`src/rtl/sar_pkg.sv`:
```
// Shared types and default parameters for the SAR ADC conversion sequencer.
package sar_pkg;

    localparam int NBIT_DEF    = 10;
    localparam int SMP_CYC_DEF = 3;
    localparam int TO_CYC_DEF  = 8;

    typedef enum logic [2:0] {
        ST_IDLE    = 3'd0,
        ST_SAMPLE  = 3'd1,
        ST_SETTLE  = 3'd2,
        ST_COMPARE = 3'd3,
        ST_DONE    = 3'd4
    } sar_state_t;

    typedef logic [NBIT_DEF-1:0] dac_t;

endpackage

```
`src/rtl/sar_seq_if.sv`:
```
// Handshake bundle between the SAR sequencer (slave) and its analog front end / back end (master).
interface sar_seq_if import sar_pkg::*; #(parameter int NBIT = NBIT_DEF) ();

    logic            START;
    logic            CONT;
    logic            CMP_RDY;
    logic            CMP_OUT;
    logic            SMP;
    logic [NBIT-1:0] DAC;
    logic            CMP_EN;
    logic [NBIT-1:0] DOUT;
    logic            DVAL;
    logic            BUSY;
    logic            TO_ERR;

    modport slave (
        input  START, CONT, CMP_RDY, CMP_OUT,
        output SMP, DAC, CMP_EN, DOUT, DVAL, BUSY, TO_ERR
    );

    modport master (
        output START, CONT, CMP_RDY, CMP_OUT,
        input  SMP, DAC, CMP_EN, DOUT, DVAL, BUSY, TO_ERR
    );

endinterface

```
`src/rtl/sar_bit_reg.sv`:
```
// Successive-approximation register: holds the DAC trial word and the index of the bit under test.
module sar_bit_reg import sar_pkg::*; #(
    parameter int NBIT = NBIT_DEF
) (
    input  logic            clk,
    input  logic            rst,
    input  logic            clear,
    input  logic            load_msb,
    input  logic            decide,
    input  logic            keep,
    output logic [NBIT-1:0] sar,
    output logic            last
);

    localparam int IW = $clog2(NBIT);
    typedef logic [IW-1:0] idx_t;
    localparam idx_t MSB_IDX  = idx_t'(NBIT - 1);
    localparam idx_t ZERO_IDX = idx_t'(0);

    logic [NBIT-1:0] sar_d, sar_q;
    idx_t            idx_d, idx_q;

    // Next trial word: resolve the current bit and raise the next lower one in the same edge.
    always_comb begin
        sar_d = sar_q;
        idx_d = idx_q;
        if (clear) begin
            sar_d = {NBIT{1'b0}};
            idx_d = ZERO_IDX;
        end else if (load_msb) begin
            sar_d          = {NBIT{1'b0}};
            sar_d[NBIT-1]  = 1'b1;
            idx_d          = MSB_IDX;
        end else if (decide) begin
            for (int b = 0; b < NBIT; b++) begin
                if (int'(idx_q) == b) begin
                    sar_d[b] = keep;
                end else if (int'(idx_q) == b + 1) begin
                    sar_d[b] = 1'b1;
                end else begin
                    sar_d[b] = sar_q[b];
                end
            end
            if (idx_q != ZERO_IDX) begin
                idx_d = idx_q - idx_t'(1);
            end else begin
                idx_d = idx_q;
            end
        end else begin
            sar_d = sar_q;
            idx_d = idx_q;
        end
    end

    // Register update with synchronous reset.
    always_ff @(posedge clk) begin
        if (rst) begin
            sar_q <= {NBIT{1'b0}};
            idx_q <= ZERO_IDX;
        end else begin
            sar_q <= sar_d;
            idx_q <= idx_d;
        end
    end

    assign sar  = sar_q;
    assign last = (idx_q == ZERO_IDX);

endmodule

```
`src/rtl/sar_seq.sv`:
```
// SAR ADC conversion sequencer: sample phase, per-bit settle/compare with timeout, registered result.
module sar_seq import sar_pkg::*; #(
    parameter int NBIT    = NBIT_DEF,
    parameter int SMP_CYC = SMP_CYC_DEF,
    parameter int TO_CYC  = TO_CYC_DEF
) (
    input  logic      CK,
    input  logic      RST,
    sar_seq_if.slave  bus
);

    localparam int SCW = $clog2(SMP_CYC + 1);
    localparam int TCW = $clog2(TO_CYC + 1);
    localparam logic [SCW-1:0] SMP_LAST = SCW'(SMP_CYC - 1);
    localparam logic [TCW-1:0] TO_LAST  = TCW'(TO_CYC - 1);

    sar_state_t      state_d, state_q;
    logic [SCW-1:0]  smp_cnt_d, smp_cnt_q;
    logic [TCW-1:0]  to_cnt_d, to_cnt_q;
    logic            smp_d, smp_q;
    logic            cmp_en_d, cmp_en_q;
    logic [NBIT-1:0] dout_d, dout_q;
    logic            dval_d, dval_q;
    logic            busy_d, busy_q;
    logic            to_err_d, to_err_q;

    logic            bit_clear, bit_load, bit_decide, bit_keep, bit_last;
    logic [NBIT-1:0] dac_word;

    sar_bit_reg #(.NBIT(NBIT)) u_bit_reg (
        .clk      (CK),
        .rst      (RST),
        .clear    (bit_clear),
        .load_msb (bit_load),
        .decide   (bit_decide),
        .keep     (bit_keep),
        .sar      (dac_word),
        .last     (bit_last)
    );

    // Next-state and next-output logic; outputs are computed for the state being entered.
    always_comb begin
        state_d    = state_q;
        smp_cnt_d  = smp_cnt_q;
        to_cnt_d   = to_cnt_q;
        smp_d      = 1'b0;
        cmp_en_d   = 1'b0;
        dout_d     = dout_q;
        dval_d     = 1'b0;
        to_err_d   = to_err_q;
        bit_clear  = 1'b0;
        bit_load   = 1'b0;
        bit_decide = 1'b0;
        bit_keep   = 1'b0;
        case (state_q)
            ST_IDLE: begin
                if (bus.START) begin
                    state_d   = ST_SAMPLE;
                    smp_d     = 1'b1;
                    smp_cnt_d = {SCW{1'b0}};
                    to_err_d  = 1'b0;
                end else begin
                    state_d = ST_IDLE;
                end
            end
            ST_SAMPLE: begin
                if (smp_cnt_q == SMP_LAST) begin
                    state_d  = ST_SETTLE;
                    bit_load = 1'b1;
                end else begin
                    smp_cnt_d = smp_cnt_q + SCW'(1);
                    smp_d     = 1'b1;
                end
            end
            ST_SETTLE: begin
                state_d  = ST_COMPARE;
                cmp_en_d = 1'b1;
                to_cnt_d = {TCW{1'b0}};
            end
            ST_COMPARE: begin
                // A missing comparator answer resolves the bit as 0 and is remembered in TO_ERR.
                if (bus.CMP_RDY || (to_cnt_q == TO_LAST)) begin
                    bit_decide = 1'b1;
                    bit_keep   = bus.CMP_RDY & bus.CMP_OUT;
                    if (!bus.CMP_RDY) begin
                        to_err_d = 1'b1;
                    end else begin
                        to_err_d = to_err_q;
                    end
                    if (bit_last) begin
                        state_d = ST_DONE;
                    end else begin
                        state_d = ST_SETTLE;
                    end
                end else begin
                    to_cnt_d = to_cnt_q + TCW'(1);
                    cmp_en_d = 1'b1;
                end
            end
            ST_DONE: begin
                dout_d    = dac_word;
                dval_d    = 1'b1;
                bit_clear = 1'b1;
                if (bus.CONT) begin
                    state_d   = ST_SAMPLE;
                    smp_d     = 1'b1;
                    smp_cnt_d = {SCW{1'b0}};
                end else begin
                    state_d = ST_IDLE;
                end
            end
            default: begin
                state_d   = ST_IDLE;
                bit_clear = 1'b1;
            end
        endcase
        busy_d = (state_d != ST_IDLE);
    end

    // State, counters and output registers with synchronous reset.
    always_ff @(posedge CK) begin
        if (RST) begin
            state_q   <= ST_IDLE;
            smp_cnt_q <= {SCW{1'b0}};
            to_cnt_q  <= {TCW{1'b0}};
            smp_q     <= 1'b0;
            cmp_en_q  <= 1'b0;
            dout_q    <= {NBIT{1'b0}};
            dval_q    <= 1'b0;
            busy_q    <= 1'b0;
            to_err_q  <= 1'b0;
        end else begin
            state_q   <= state_d;
            smp_cnt_q <= smp_cnt_d;
            to_cnt_q  <= to_cnt_d;
            smp_q     <= smp_d;
            cmp_en_q  <= cmp_en_d;
            dout_q    <= dout_d;
            dval_q    <= dval_d;
            busy_q    <= busy_d;
            to_err_q  <= to_err_d;
        end
    end

    assign bus.SMP    = smp_q;
    assign bus.DAC    = dac_word;
    assign bus.CMP_EN = cmp_en_q;
    assign bus.DOUT   = dout_q;
    assign bus.DVAL   = dval_q;
    assign bus.BUSY   = busy_q;
    assign bus.TO_ERR = to_err_q;

endmodule

```
`src/flat_wrapper.sv`:
```
// flat-port wrapper written by rule: the top's interface ports become plain ports
module sar_seq_flat import sar_pkg::*;
#(
    parameter int NBIT    = NBIT_DEF,
    parameter int SMP_CYC = SMP_CYC_DEF,
    parameter int TO_CYC  = TO_CYC_DEF
)
  (CK, RST, bus_START, bus_CONT, bus_CMP_RDY, bus_CMP_OUT, bus_SMP, bus_DAC, bus_CMP_EN, bus_DOUT, bus_DVAL, bus_BUSY, bus_TO_ERR);
  sar_seq_if #(.NBIT(NBIT)) bus_i ();
  input  logic CK;
  input  logic RST;
  input wire logic [$bits(bus_i.START)-1:0] bus_START;
  input wire logic [$bits(bus_i.CONT)-1:0] bus_CONT;
  input wire logic [$bits(bus_i.CMP_RDY)-1:0] bus_CMP_RDY;
  input wire logic [$bits(bus_i.CMP_OUT)-1:0] bus_CMP_OUT;
  output wire logic [$bits(bus_i.SMP)-1:0] bus_SMP;
  output wire logic [$bits(bus_i.DAC)-1:0] bus_DAC;
  output wire logic [$bits(bus_i.CMP_EN)-1:0] bus_CMP_EN;
  output wire logic [$bits(bus_i.DOUT)-1:0] bus_DOUT;
  output wire logic [$bits(bus_i.DVAL)-1:0] bus_DVAL;
  output wire logic [$bits(bus_i.BUSY)-1:0] bus_BUSY;
  output wire logic [$bits(bus_i.TO_ERR)-1:0] bus_TO_ERR;
  assign bus_i.START = bus_START;
  assign bus_i.CONT = bus_CONT;
  assign bus_i.CMP_RDY = bus_CMP_RDY;
  assign bus_i.CMP_OUT = bus_CMP_OUT;
  assign bus_SMP = bus_i.SMP;
  assign bus_DAC = bus_i.DAC;
  assign bus_CMP_EN = bus_i.CMP_EN;
  assign bus_DOUT = bus_i.DOUT;
  assign bus_DVAL = bus_i.DVAL;
  assign bus_BUSY = bus_i.BUSY;
  assign bus_TO_ERR = bus_i.TO_ERR;
  sar_seq #(.NBIT(NBIT), .SMP_CYC(SMP_CYC), .TO_CYC(TO_CYC)) u_core (.CK(CK), .RST(RST), .bus(bus_i));
endmodule
```
`config.mk`:
```
export PLATFORM = sky130hd
export DESIGN_NAME = sar_seq_flat
export DESIGN_NICKNAME = d
export VERILOG_FILES = /design/src/rtl/sar_pkg.sv /design/src/rtl/sar_seq_if.sv /design/src/rtl/sar_bit_reg.sv /design/src/rtl/sar_seq.sv /design/src/flat_wrapper.sv
export SDC_FILE = /design/constraint.sdc
export NUM_CORES = 1
export LEC_CHECK = 0
export BUFFER_PORTS_ARGS = -buffer_cell sky130_fd_sc_hd__buf_4
export CAP_MARGIN = 20
export CORE_AREA = 2 2 60 62
export DETAILED_ROUTE_END_ITERATION = 7
export DIE_AREA = 0 0 62 64
export PLACE_DENSITY = 0.83
export REMOVE_ABC_BUFFERS = 1
export SLEW_MARGIN = 30
export SYNTH_ARGS = -nofsm -noshare
export SYNTH_HDL_FRONTEND = slang
export SYNTH_SLANG_ARGS = --single-unit
```
`constraint.sdc`:
```
create_clock -name CK -period 2.5 [get_ports CK]
set_input_delay 0.125 -clock CK [delete_from_list [all_inputs] [get_ports CK]]
set_output_delay 0.125 -clock CK [all_outputs]
set_load 0.01 [all_outputs]
```
==> results by group, run 1 <==
Floorplanning
  • Top Ports: 31
  • Core Region: 3284 um2
  • Row cnt: 21
  • Die H: 64 um
  • Die area: 3968 um2
  • Die width: 62 um
  • Starting density of the core: 53.71%

Timing
  • Max Fclk: 501.0 MHz
  • Worst Max-Slew Pin Slew: 0.7212 ns
  • PnR worst setup slack: 0.5038 ns
  • Max-Slew Margin vs Limit: 51.66%
  • Final Setup Violations: 0
  • Setup TNS after final layout: 0 ns
  • Period utilization: 79.85%
  • Max-slew violations: 0
  • Crit path time final: 1.996 ns
  • Clock Skew: 0.005449 ns
  • Fin. Hold Viols: 0
  • RSZ-0062 raised after global routing: no

Logic synthesis
  • Top_reg_cell synth: dfxtp_1
  • Post-synth EDFFs: 0
  • Share of flip-flops with an asynchronous set or reset: 0%
  • Top-count cell post-synth: dfxtp_1
  • Post-synthesis sequential area ratio: 43.12%
  • Netlist Area Pre-Place: 1764 um2
  • Top post-synthesis cells by area: dfxtp_1 (43%), a21oi_1 (6.2%), nand2_1 (5.5%)
  • Synth Area per Inst: 8.648 um2
  • Yosys warnings: 0
  • Synth top cells by count: dfxtp_1 (38), nand2_1 (26), a21oi_1 (22)
  • Cell taking the most area after synthesis: dfxtp_1
  • Post-synth top area share: 43.12%
  • Yosys reg bits: 38
  • Mapped Cells: 204
  • Distinct cells, synth: 43

Critical path
  • Worst reg2reg startpoint: u_core.u_bit_reg.idx_q[0]
  • Crit path required time: 2.75 ns
  • Kind of end point of the critical path: register
  • Crit Path Max Fanout: 7
  • R2R depth: 6
  • Critical Path Start Type: register
  • WS Path Type: reg -> reg
  • FF-to-FF setup slack: 0.50 ns
  • R2r endpoint: u_core.bus.BUSY
  • Crit path DAT: 2.25 ns

Global routing
  • First-pass GRT wire length: 6727 um
  • Largest net degree at the start of global routing: 22
  • Grt ovf: 0
  • Total track usage: 22.70%
  • Vias in the first global route: 1505
  • Antenna violations before repair: 0

Layout
  • Area growth from synthesis to layout: 20.35%
  • Nets@finish: 244
  • Multi-input logic area: 937.1 um2
  • # fillers: 287
  • Share of layout cells above drive strength 1: 18.45%
  • Reg area: 760.7 um2
  • # diodes: 0
  • Cell Count, Final, Fillers Out: 279

Status
  • Status: complete, no violations

Clocking
  • Sink Count: 38
  • Root Driver: clkbuf_4
  • CTS tree: yes
  • Worst-skew pair later-pin latency: 0.36 ns
  • CTS buffer count: 5
  • Post-CTS Setup Inserts: 0
  • Post-cts gate resize count: 0
  • Hold_buf cts: 1
  • CTS H-tree depth: 2
  • Clk slew on worst S/H paths: 0.12 ns
  • CTS Buffer Depth: 2

Drt
  • Antenna-violating nets left: 0
  • Routed len/inst: 14.61 um
  • Iteration count of the initial detailed-routing pass: 4
  • Routed WL: 4075 um
  • Via density: 5.935
  • # DRC: 0
  • Vias post-DR: 1656
  • DR iter-0 viols: 92

Hold path
  • Worst Hold Class: in -> reg
  • Hold_sp: RST
  • Worst hold path depth: 2
  • Hold endpoint: u_core.bus.DOUT[8]

Place
  • Placed cells: 270
  • GP Congestion: 0.8679
  • Setup slack at placement: 0.6208 ns
  • I/O Buffers: 30
  • HPWL Detailed: 2835 um

Power and ir drop
  • Pwr Density: 571.0 nW/um2
  • P_leak: 0.0008143 uW
  • Tot Pwr: 1212 uW
  • Peak VDD IR: 0.0002979 V

Flow run
  • Max-cap violations: 0
## flip-flops by register name (all words and copies together), names as in the netlist, 2 cells and up
signal                  count
u_core.bus.DOUT            10
u_core.u_bit_reg.sar       10
u_core.to_cnt_q             4
u_core.u_bit_reg.idx_q      4
u_core.state_q              3
u_core.smp_cnt_q            2
## worst max path at each step
stage                                         start             endpoint  slack (ns)  cells past startpoint
after floorplan                 u_core.smp_cnt_q[0]  u_core.smp_cnt_q[1]        0.86                      6
after global placement    u_core.u_bit_reg.idx_q[0]      u_core.bus.BUSY        0.67                      6
after detailed placement  u_core.u_bit_reg.idx_q[0]      u_core.bus.BUSY        0.62                      6
after CTS                 u_core.u_bit_reg.idx_q[0]      u_core.bus.BUSY        0.54                      6
after global routing      u_core.u_bit_reg.idx_q[0]      u_core.bus.BUSY        0.32                      6
final                     u_core.u_bit_reg.idx_q[0]      u_core.bus.BUSY        0.50                      6
## area by class of cell
type | count | area share (%)
multi-input combinational | 149 | 44.14
sequential | 38 | 35.83
timing repair buffer | 31 | 11.08
clock inverter | 3 | 3.241
tap | 46 | 2.711
clock buffer | 5 | 1.768
inverter | 7 | 1.237
## layer usage
| layer | global-route usage [%] | part of all wire [%] | vias to the layer above | wire, um |
|---|---|---|---|---|
| li1 | - | - | 807 | - |
| met1 | 30.20 | 46 | 774 | 1856 |
| met2 | 33.07 | 46 | 66 | 1879 |
| met3 | 7.085 | 6.7 | 9 | 272 |
| met4 | 10.11 | 1.6 | 0 | 67 |
| met5 | 0 | 0 | - | 0 |
## power by group
group / internal [uW] / total (uW) / switching [uW]
clock network: 313 / 534 / 222
logic: 23.6 / 58.4 / 34.7
registers: 611 / 620 / 8.25
## per-stage QoR
step	hold WS (ns)	area, um2	utilization (%)
after detailed placement	0.3624	2007	61.10
after global routing	0.08267	2123	64.65
after floorplan	0.1941	1724	-
after global placement	0.3614	2007	61.10
after CTS	0.09237	2123	64.65
final	0.09194	2123	64.65
## logic make-up (layout without fill, tap and decap cells)
group / Yosys count / after routing / share of synthesized area, %
multiplexers: 6 / 6 / 3.404
flip-flops: 38 / 38 / 43.12
XOR/XNOR: 1 / 1 / 0.4965
AO/OA/AOI/OAI: 61 / 61 / 22.77
adder cells (fa/ha/maj): 6 / 6 / 4.255
AND/OR/NAND/NOR: 75 / 75 / 22.20
buffers and inverters: 17 / 46 / 3.759
## layout by cell type (no fill, tap or decap), types with 2 or more instances in the layout
cell type / Yosys / final
nand3b_1: 3 / 3
and2_1: 2 / 2
mux2i_1: 6 / 6
nor3b_1: 2 / 2
and4_1: 2 / 2
or4_1: 3 / 3
a311oi_1: 3 / 3
inv_1: 7 / 7
nand2_1: 26 / 26
ha_1: 6 / 6
a21oi_1: 22 / 22
o211ai_1: 2 / 2
nor2_1: 16 / 16
and3b_1: 2 / 2
nand2b_1: 2 / 2
o2111ai_1: 3 / 3
bufinv_16: 0 / 2
o21a_1: 2 / 2
or2_2: 2 / 2
nand4_1: 2 / 2
a31oi_1: 5 / 5
dfxtp_1: 38 / 38
nor3_1: 3 / 3
nor2b_1: 3 / 3
o21ai_0: 6 / 6
buf_4: 0 / 30
a211oi_1: 10 / 10
clkbuf_4: 0 / 5
## worst max-delay path, cell delays in order, from the launching register on
cell      delay, ns
dfxtp_1        0.38
inv_1          0.09
ha_1           0.31
nor3b_1        0.47
a211oi_2       0.17
nor4_1         0.36
o21bai_1       0.10
Power figures use the tool's default switching activity.
==> run 2: changes to the inputs <==
--- a/config.mk
+++ b/config.mk
@@ -7,10 +7,10 @@
 export LEC_CHECK = 0
 export BUFFER_PORTS_ARGS = -buffer_cell sky130_fd_sc_hd__buf_4
 export CAP_MARGIN = 20
-export CORE_AREA = 2 2 60 62
+export CORE_AREA = 2 2 61 63
 export DETAILED_ROUTE_END_ITERATION = 7
-export DIE_AREA = 0 0 62 64
-export PLACE_DENSITY = 0.83
+export DIE_AREA = 0 0 63 65
+export PLACE_DENSITY = 0.8
 export REMOVE_ABC_BUFFERS = 1
 export SLEW_MARGIN = 30
 export SYNTH_ARGS = -nofsm -noshare
==> constraint.sdc (replaced) <==
create_clock -name CK -period 1.89 [get_ports CK]
set_input_delay 0.0945 -clock CK [delete_from_list [all_inputs] [get_ports CK]]
set_output_delay 0.0945 -clock CK [all_outputs]
set_load 0.01 [all_outputs]
==> run 2 against run 1 <==
  * Clock power is 30% higher
  * Largest cell class unchanged
  * Sequential cell count is the same
  * Register-to-register slack got worse by 0.40 ns
  * First-iteration DRC count shrank 22%
  * Clock skew is 0.0049 ns higher
  * Maximum frequency is 12% higher
  * Combinational power up 49%
  * Sequential share of layout area down 0.91 points
  * Via count shrank 2.6%
  * Sequential power rose by 32%
  * Total power increased by 32%
  * Critical endpoint is now u_core.u_bit_reg.sar[8]
==> results by group, run 2 (synthesis results as in run 1) <==
Clocking
  • CTS tree: yes (unchanged)
  • Clk slew on worst S/H paths: 0.12 ns (about the same)
  • Sink Count: 38 (unchanged)
  • CTS H-tree depth: 2 (unchanged)
  • CTS Buffer Depth: 2 (unchanged)
  • Post-CTS Setup Inserts: 0 (unchanged)
  • Post-cts gate resize count: 0 (unchanged)
  • Root Driver: clkbuf_4 (unchanged)
  • Worst-skew pair later-pin latency: 0.35 ns (was 0.36 ns)
  • CTS buffer count: 5 (unchanged)

Drt
  • Via density: 5.601 (was 5.935)
  • # DRC: 0 (unchanged)
  • Antenna-violating nets left: 0 (unchanged)
  • Vias post-DR: 1613 (was 1656)
  • DR iter-0 viols: 72 (was 92)
  • Routed WL: 3898 um (was 4075 um)
  • Routed len/inst: 13.53 um (was 14.61 um)
  • Iteration count of the initial detailed-routing pass: 4 (unchanged)

Place
  • I/O Buffers: 30 (unchanged)
  • GP Congestion: 0.8570 (was 0.8679)
  • HPWL Detailed: 2774 um (was 2835 um)
  • Placed cells: 279 (was 270)
  • Setup slack at placement: 0.1629 ns (was 0.6208 ns)

Power and ir drop
  • Peak VDD IR: 0.0003650 V (was 0.0002979 V)
  • Pwr Density: 734.0 nW/um2 (was 571.0 nW/um2)
  • P_leak: 0.0008500 uW (was 0.0008143 uW)
  • Tot Pwr: 1599 uW (was 1212 uW)

Floorplanning
  • Starting density of the core: 50.47% (was 53.71%)
  • Die H: 65 um (was 64 um)
  • Core Region: 3496 um2 (was 3284 um2)
  • Die area: 4095 um2 (was 3968 um2)
  • Top Ports: 31 (unchanged)
  • Die width: 63 um (was 62 um)
  • Row cnt: 22 (was 21)

Critical path
  • Slowest CP cell: a211oi_1 (was nor3b_1)
  • R2r endpoint: u_core.u_bit_reg.sar[8] (was u_core.bus.BUSY)
  • Crit path DAT: 2.06 ns (was 2.25 ns)
  • WS Path Type: reg -> reg (unchanged)
  • Worst reg2reg startpoint: u_core.to_cnt_q[0] (was u_core.u_bit_reg.idx_q[0])
  • Crit path required time: 2.16 ns (was 2.75 ns)
  • FF-to-FF setup slack: 0.11 ns (was 0.50 ns)
  • Critical Path Stages: 5 (was 6)
  • Crit Path Max Fanout: 5 (was 7)
  • Kind of end point of the critical path: register (unchanged)
  • Critical path's largest stage delay: 0.50 ns (was 0.47 ns)
  • R2R depth: 5 (was 6)
  • Critical Path Start Type: register (unchanged)
  • Cells along the critical path: ha_1 > nand3b_1 > a211oi_1 > a21oi_1 > a311oi_1 (was inv_1 > ha_1 > nor3b_1 > a211oi_2 > nor4_1 > o21bai_1)
  • Worst Path Buf+Inv: 0 (was 1)
  • Top cell family by delay on the critical path: compound AO/OA/AOI/OAI gates (was simple AND/OR/NAND/NOR gates)

Layout
  • Most frequent cells in the layout: dfxtp_1 (38), buf_4 (37), nand2_1 (26) (was dfxtp_1 (38), buf_4 (30), nand2_1 (26))
  • Final core occ: 62.31% (was 64.65%)
  • # diodes: 0 (unchanged)
  • # fillers: 319 (was 287)
  • Nets@finish: 251 (was 244)
  • Most common cell after layout, fill and taps aside: dfxtp_1 (unchanged)
  • Area growth from synthesis to layout: 23.48% (was 20.35%)
  • Cell Count, Final, Fillers Out: 288 (was 279)
  • Share of layout cells above drive strength 1: 20.83% (was 18.45%)

Timing
  • Setup TNS after final layout: 0 ns (unchanged)
  • RSZ-0062 raised after global routing: no (unchanged)
  • Fin. Hold Viols: 0 (unchanged)
  • Period utilization: 94.42% (was 79.85%)
  • Worst Max-Slew Pin Slew: 0.5024 ns (was 0.7212 ns)
  • Max-slew violations: 0 (unchanged)
  • Max Fclk: 560.4 MHz (was 501.0 MHz)
  • Crit path time final: 1.785 ns (was 1.996 ns)
  • Clock Skew: 0.01038 ns (was 0.005449 ns)
  • PnR worst setup slack: 0.1055 ns (was 0.5038 ns)
  • Final Setup Violations: 0 (unchanged)
  • Max-Slew Margin vs Limit: 66.43% (was 51.66%)

Global routing
  • Vias in the first global route: 1435 (was 1505)
  • Largest net degree at the start of global routing: 22 (unchanged)
  • Total track usage: 20.19% (was 22.70%)
  • Grt ovf: 0 (unchanged)
  • Antenna violations before repair: 0 (unchanged)
  • First-pass GRT wire length: 6506 um (was 6727 um)

Hold path
  • Hold_sp: RST (unchanged)
  • Worst hold path depth: 2 (unchanged)
  • Hold endpoint: u_core.bus.DOUT[8] (unchanged)
  • Worst Hold Class: in -> reg (unchanged)

Flow run
  • Max-cap violations: 0 (unchanged)

Status
  • Status: complete, no violations (unchanged)
-- run 2: changes by cell type in the layout (fill, tap and decap cells not counted) --
cell and delta:
buf_4 +7
-- run 2: how the worst max path moves through the flow --
stage / start / end / slack [ns]
CTS: u_core.smp_cnt_q[0] / u_core.smp_cnt_q[0] / 0.13
floorplan: u_core.smp_cnt_q[0] / u_core.smp_cnt_q[1] / 0.25
detailed placement: u_core.smp_cnt_q[0] / u_core.smp_cnt_q[0] / 0.16
finish: u_core.to_cnt_q[0] / u_core.u_bit_reg.sar[8] / 0.11
global route: u_core.u_bit_reg.idx_q[0] / u_core.bus.BUSY / 0.003
global placement: u_core.u_bit_reg.idx_q[0] / u_core.bus.BUSY / 0.20
-- run 2: routing by layer --
metal / track usage (%) / vias to the layer above / part of all wire [%]
li1: - / 822 / -
met1: 25.87 / 746 / 46
met2: 32.31 / 40 / 47
met3: 5.382 / 5 / 5.3
met4: 8.056 / 0 / 1.5
met5: 0 / - / 0
-- run 2: final cells by class --
cell class	instances	area, um2	share of cell area [%]
Clock buffer	5	37.54	1.723
Sequential cell	38	760.7	34.92
Multi-Input combinational cell	149	937.1	43.02
Timing Repair Buffer	38	287.8	13.21
Inverter	7	26.28	1.206
Clock inverter	3	68.82	3.159
Tap cell	48	60.06	2.757
-- run 2: power by group --
group,internal [uW],switching [uW],total (uW)
sequential,809,7.39,816
clock,414,282,696
combinational,36.6,50.5,87.2
total,1260,340,1600
-- run 2: through the flow --
step / area (um2) / hold WS [ns]
floorplan: 1724 / 0.1636
global placement: 2062 / 0.3283
detailed placement: 2062 / 0.3281
CTS: 2178 / 0.06346
global route: 2178 / 0.05261
finish: 2178 / 0.06272
-- run 2: repair_timing --
| action | 4_1_cts | 5_1_grt |
|---|---|---|
| hold buffers | 1 | 0 |
| hold endpoints to repair | 1 | 0 |
| endpoints found under the setup margin | 0 | 0 |
==> run 3: changes to the inputs <==
--- a/config.mk
+++ b/config.mk
@@ -8,8 +8,10 @@
 export BUFFER_PORTS_ARGS = -buffer_cell sky130_fd_sc_hd__buf_4
 export CAP_MARGIN = 20
 export CORE_AREA = 2 2 61 63
+export CTS_CLUSTER_SIZE = 20
 export DETAILED_ROUTE_END_ITERATION = 7
 export DIE_AREA = 0 0 63 65
+export MAX_ROUTING_LAYER = met4
 export PLACE_DENSITY = 0.8
 export REMOVE_ABC_BUFFERS = 1
 export SLEW_MARGIN = 30
==> run 3 against run 2 <==
  * Global-route usage rose by 0.60 points
  * Sequential share of layout area stayed put
  * Die area did not move
  * First-iteration DRC count up 9.7%
  * Sequential power barely moved
  * Setup slack improved by 0.0054 ns
  * Worst hold slack better by 0.0043 ns
  * Routed wire length is 0.31% lower
  * Via count down 0.19%
  * Final cell count unchanged
==> results by group, run 3 (synthesis results as in run 1) <==
Place
  • HPWL Detailed: 2774 um (unchanged)
  • I/O Buffers: 30 (unchanged)
  • GP Congestion: 0.8706 (was 0.8570)

Timing
  • Final Setup Violations: 0 (unchanged)
  • Max-Slew Margin vs Limit: 66.37% (was 66.43%)
  • Fin. Hold Viols: 0 (unchanged)
  • Max-slew violations: 0 (unchanged)
  • Worst Max-Slew Pin Slew: 0.5033 ns (was 0.5024 ns)
  • Setup TNS after final layout: 0 ns (unchanged)
  • Max Fclk: 562.1 MHz (was 560.4 MHz)
  • RSZ-0062 raised after global routing: no (unchanged)
  • Clock Skew: 0.009992 ns (was 0.01038 ns)
  • Period utilization: 94.14% (was 94.42%)
  • Crit path time final: 1.779 ns (was 1.785 ns)
  • Fin Hold WS: 0.06698 ns (was 0.06272 ns)

Clocking
  • CTS tree: yes (unchanged)
  • Post-CTS Setup Inserts: 0 (unchanged)
  • Post-cts gate resize count: 0 (unchanged)
  • Hold_buf cts: 1 (unchanged)
  • CTS buffer count: 5 (unchanged)
  • Worst-skew pair later-pin latency: 0.35 ns (about the same)
  • CTS Buffer Depth: 2 (unchanged)
  • Root Driver: clkbuf_4 (unchanged)
  • Clk slew on worst S/H paths: 0.12 ns (about the same)
  • Sink Count: 38 (unchanged)
  • CTS H-tree depth: 2 (unchanged)

Critical path
  • Slowest CP cell: a211oi_1 (unchanged)
  • Crit Path Max Fanout: 5 (unchanged)
  • WS Path Type: reg -> reg (unchanged)
  • Cells along the critical path: ha_1 > nand3b_1 > a211oi_1 > a21oi_1 > a311oi_1 (unchanged)
  • Top cell family by delay on the critical path: compound AO/OA/AOI/OAI gates (unchanged)
  • Crit path DAT: 2.05 ns (was 2.06 ns)
  • Critical path's largest stage delay: 0.50 ns (about the same)
  • Worst Path Buf+Inv: 0 (unchanged)
  • Kind of end point of the critical path: register (unchanged)
  • Critical Path Start Type: register (unchanged)
  • Crit path required time: 2.16 ns (about the same)

Drt
  • Routed len/inst: 13.49 um (was 13.53 um)
  • # DRC: 0 (unchanged)
  • Vias post-DR: 1610 (was 1613)
  • Routed WL: 3886 um (was 3898 um)
  • DR iter-0 viols: 79 (was 72)
  • Antenna-violating nets left: 0 (unchanged)
  • Via density: 5.590 (was 5.601)
  • Iteration count of the initial detailed-routing pass: 4 (unchanged)

Global routing
  • Largest net degree at the start of global routing: 22 (unchanged)
  • Grt ovf: 0 (unchanged)
  • Vias in the first global route: 1439 (was 1435)
  • First-pass GRT wire length: 6513 um (was 6506 um)
  • Antenna violations before repair: 0 (unchanged)
  • Total track usage: 20.78% (was 20.19%)

Layout
  • # fillers: 319 (unchanged)
  • Most frequent cells in the layout: dfxtp_1 (38), buf_4 (37), nand2_1 (26) (unchanged)
  • Area growth from synthesis to layout: 23.48% (unchanged)
  • Nets@finish: 251 (unchanged)
  • Most common cell after layout, fill and taps aside: dfxtp_1 (unchanged)
  • # diodes: 0 (unchanged)
  • Share of layout cells above drive strength 1: 20.83% (unchanged)

Power and ir drop
  • P_leak: 0.0008500 uW (unchanged)
  • Peak VDD IR: 0.0003649 V (was 0.0003650 V)
  • Pwr Density: 732.3 nW/um2 (was 734.0 nW/um2)

Floorplanning
  • Core Region: 3496 um2 (unchanged)
  • Die width: 63 um (unchanged)
  • Die area: 4095 um2 (unchanged)
  • Starting density of the core: 50.47% (unchanged)
  • Die H: 65 um (unchanged)
  • Row cnt: 22 (unchanged)
  • Top Ports: 31 (unchanged)

Hold path
  • Worst Hold Class: in -> reg (unchanged)

Status
  • Status: complete, no violations (unchanged)

Flow run
  • Max-cap violations: 0 (unchanged)
[run 3: metal layers]
layer  routed length (um)  global-route usage (%)  vias to the layer above
met4                   60                   8.056                        0
met5                    0                       -                        -
met3                  166                   5.382                        5
met1                 1812                   26.09                      751
met2                 1847                   32.18                       32
li1                     -                       -                      822
[run 3: area by class of cell]
cell class / instances / area, um2 / share of cell area (%)
clock buffers: 5 / 37.54 / 1.723
clock inverters: 3 / 68.82 / 3.159
inverters: 7 / 26.28 / 1.206
multi-input cells: 149 / 937.1 / 43.02
flip-flops and latches: 38 / 760.7 / 34.92
well taps: 48 / 60.06 / 2.757
repair buffers: 38 / 287.8 / 13.21
[run 3: stage by stage]
step                area [um2]  setup WS (ns)  power [uW]  utilization (%)  std cells
finish                    2178         0.1108        1595            62.31        288
global route              2178       0.003117        1650            62.31        288
global placement          2062         0.2019       917.5            58.98        279
CTS                       2178         0.1303        1605            62.31        288
floorplan                 1724         0.2511       874.7                -        194
detailed placement        2062         0.1629       918.1            58.98        279
[run 3: worst register-to-register path, delay by kind of cell, from the launching register on]
family | cells | cell delay (ns)
simple gates | 1 | 0.20
compound gates | 3 | 0.90
fa+ha+maj | 1 | 0.24
flops | 1 | 0.38
[run 3: power by group]
| part | switching [uW] | internal, uW | leakage [uW] |
|---|---|---|---|
| Clock | 278 | 414 | 0.0000554 |
| Combinational | 50.4 | 36.7 | 0.000488 |
| Sequential | 7.40 | 809 | 0.000307 |
[run 3: path summary, 6_finish.rpt]
check | slack, ns | endpoint | startpoint | cells after the start
min reg2reg | 0.46 | u_core.bus.DOUT[9] | u_core.bus.DOUT[9] | 2
max | 0.11 | u_core.u_bit_reg.sar[8] | u_core.to_cnt_q[0] | 5
max reg2reg | 0.11 | u_core.u_bit_reg.sar[8] | u_core.to_cnt_q[0] | 5
min | 0.07 | u_core.bus.DOUT[8] | RST | 2
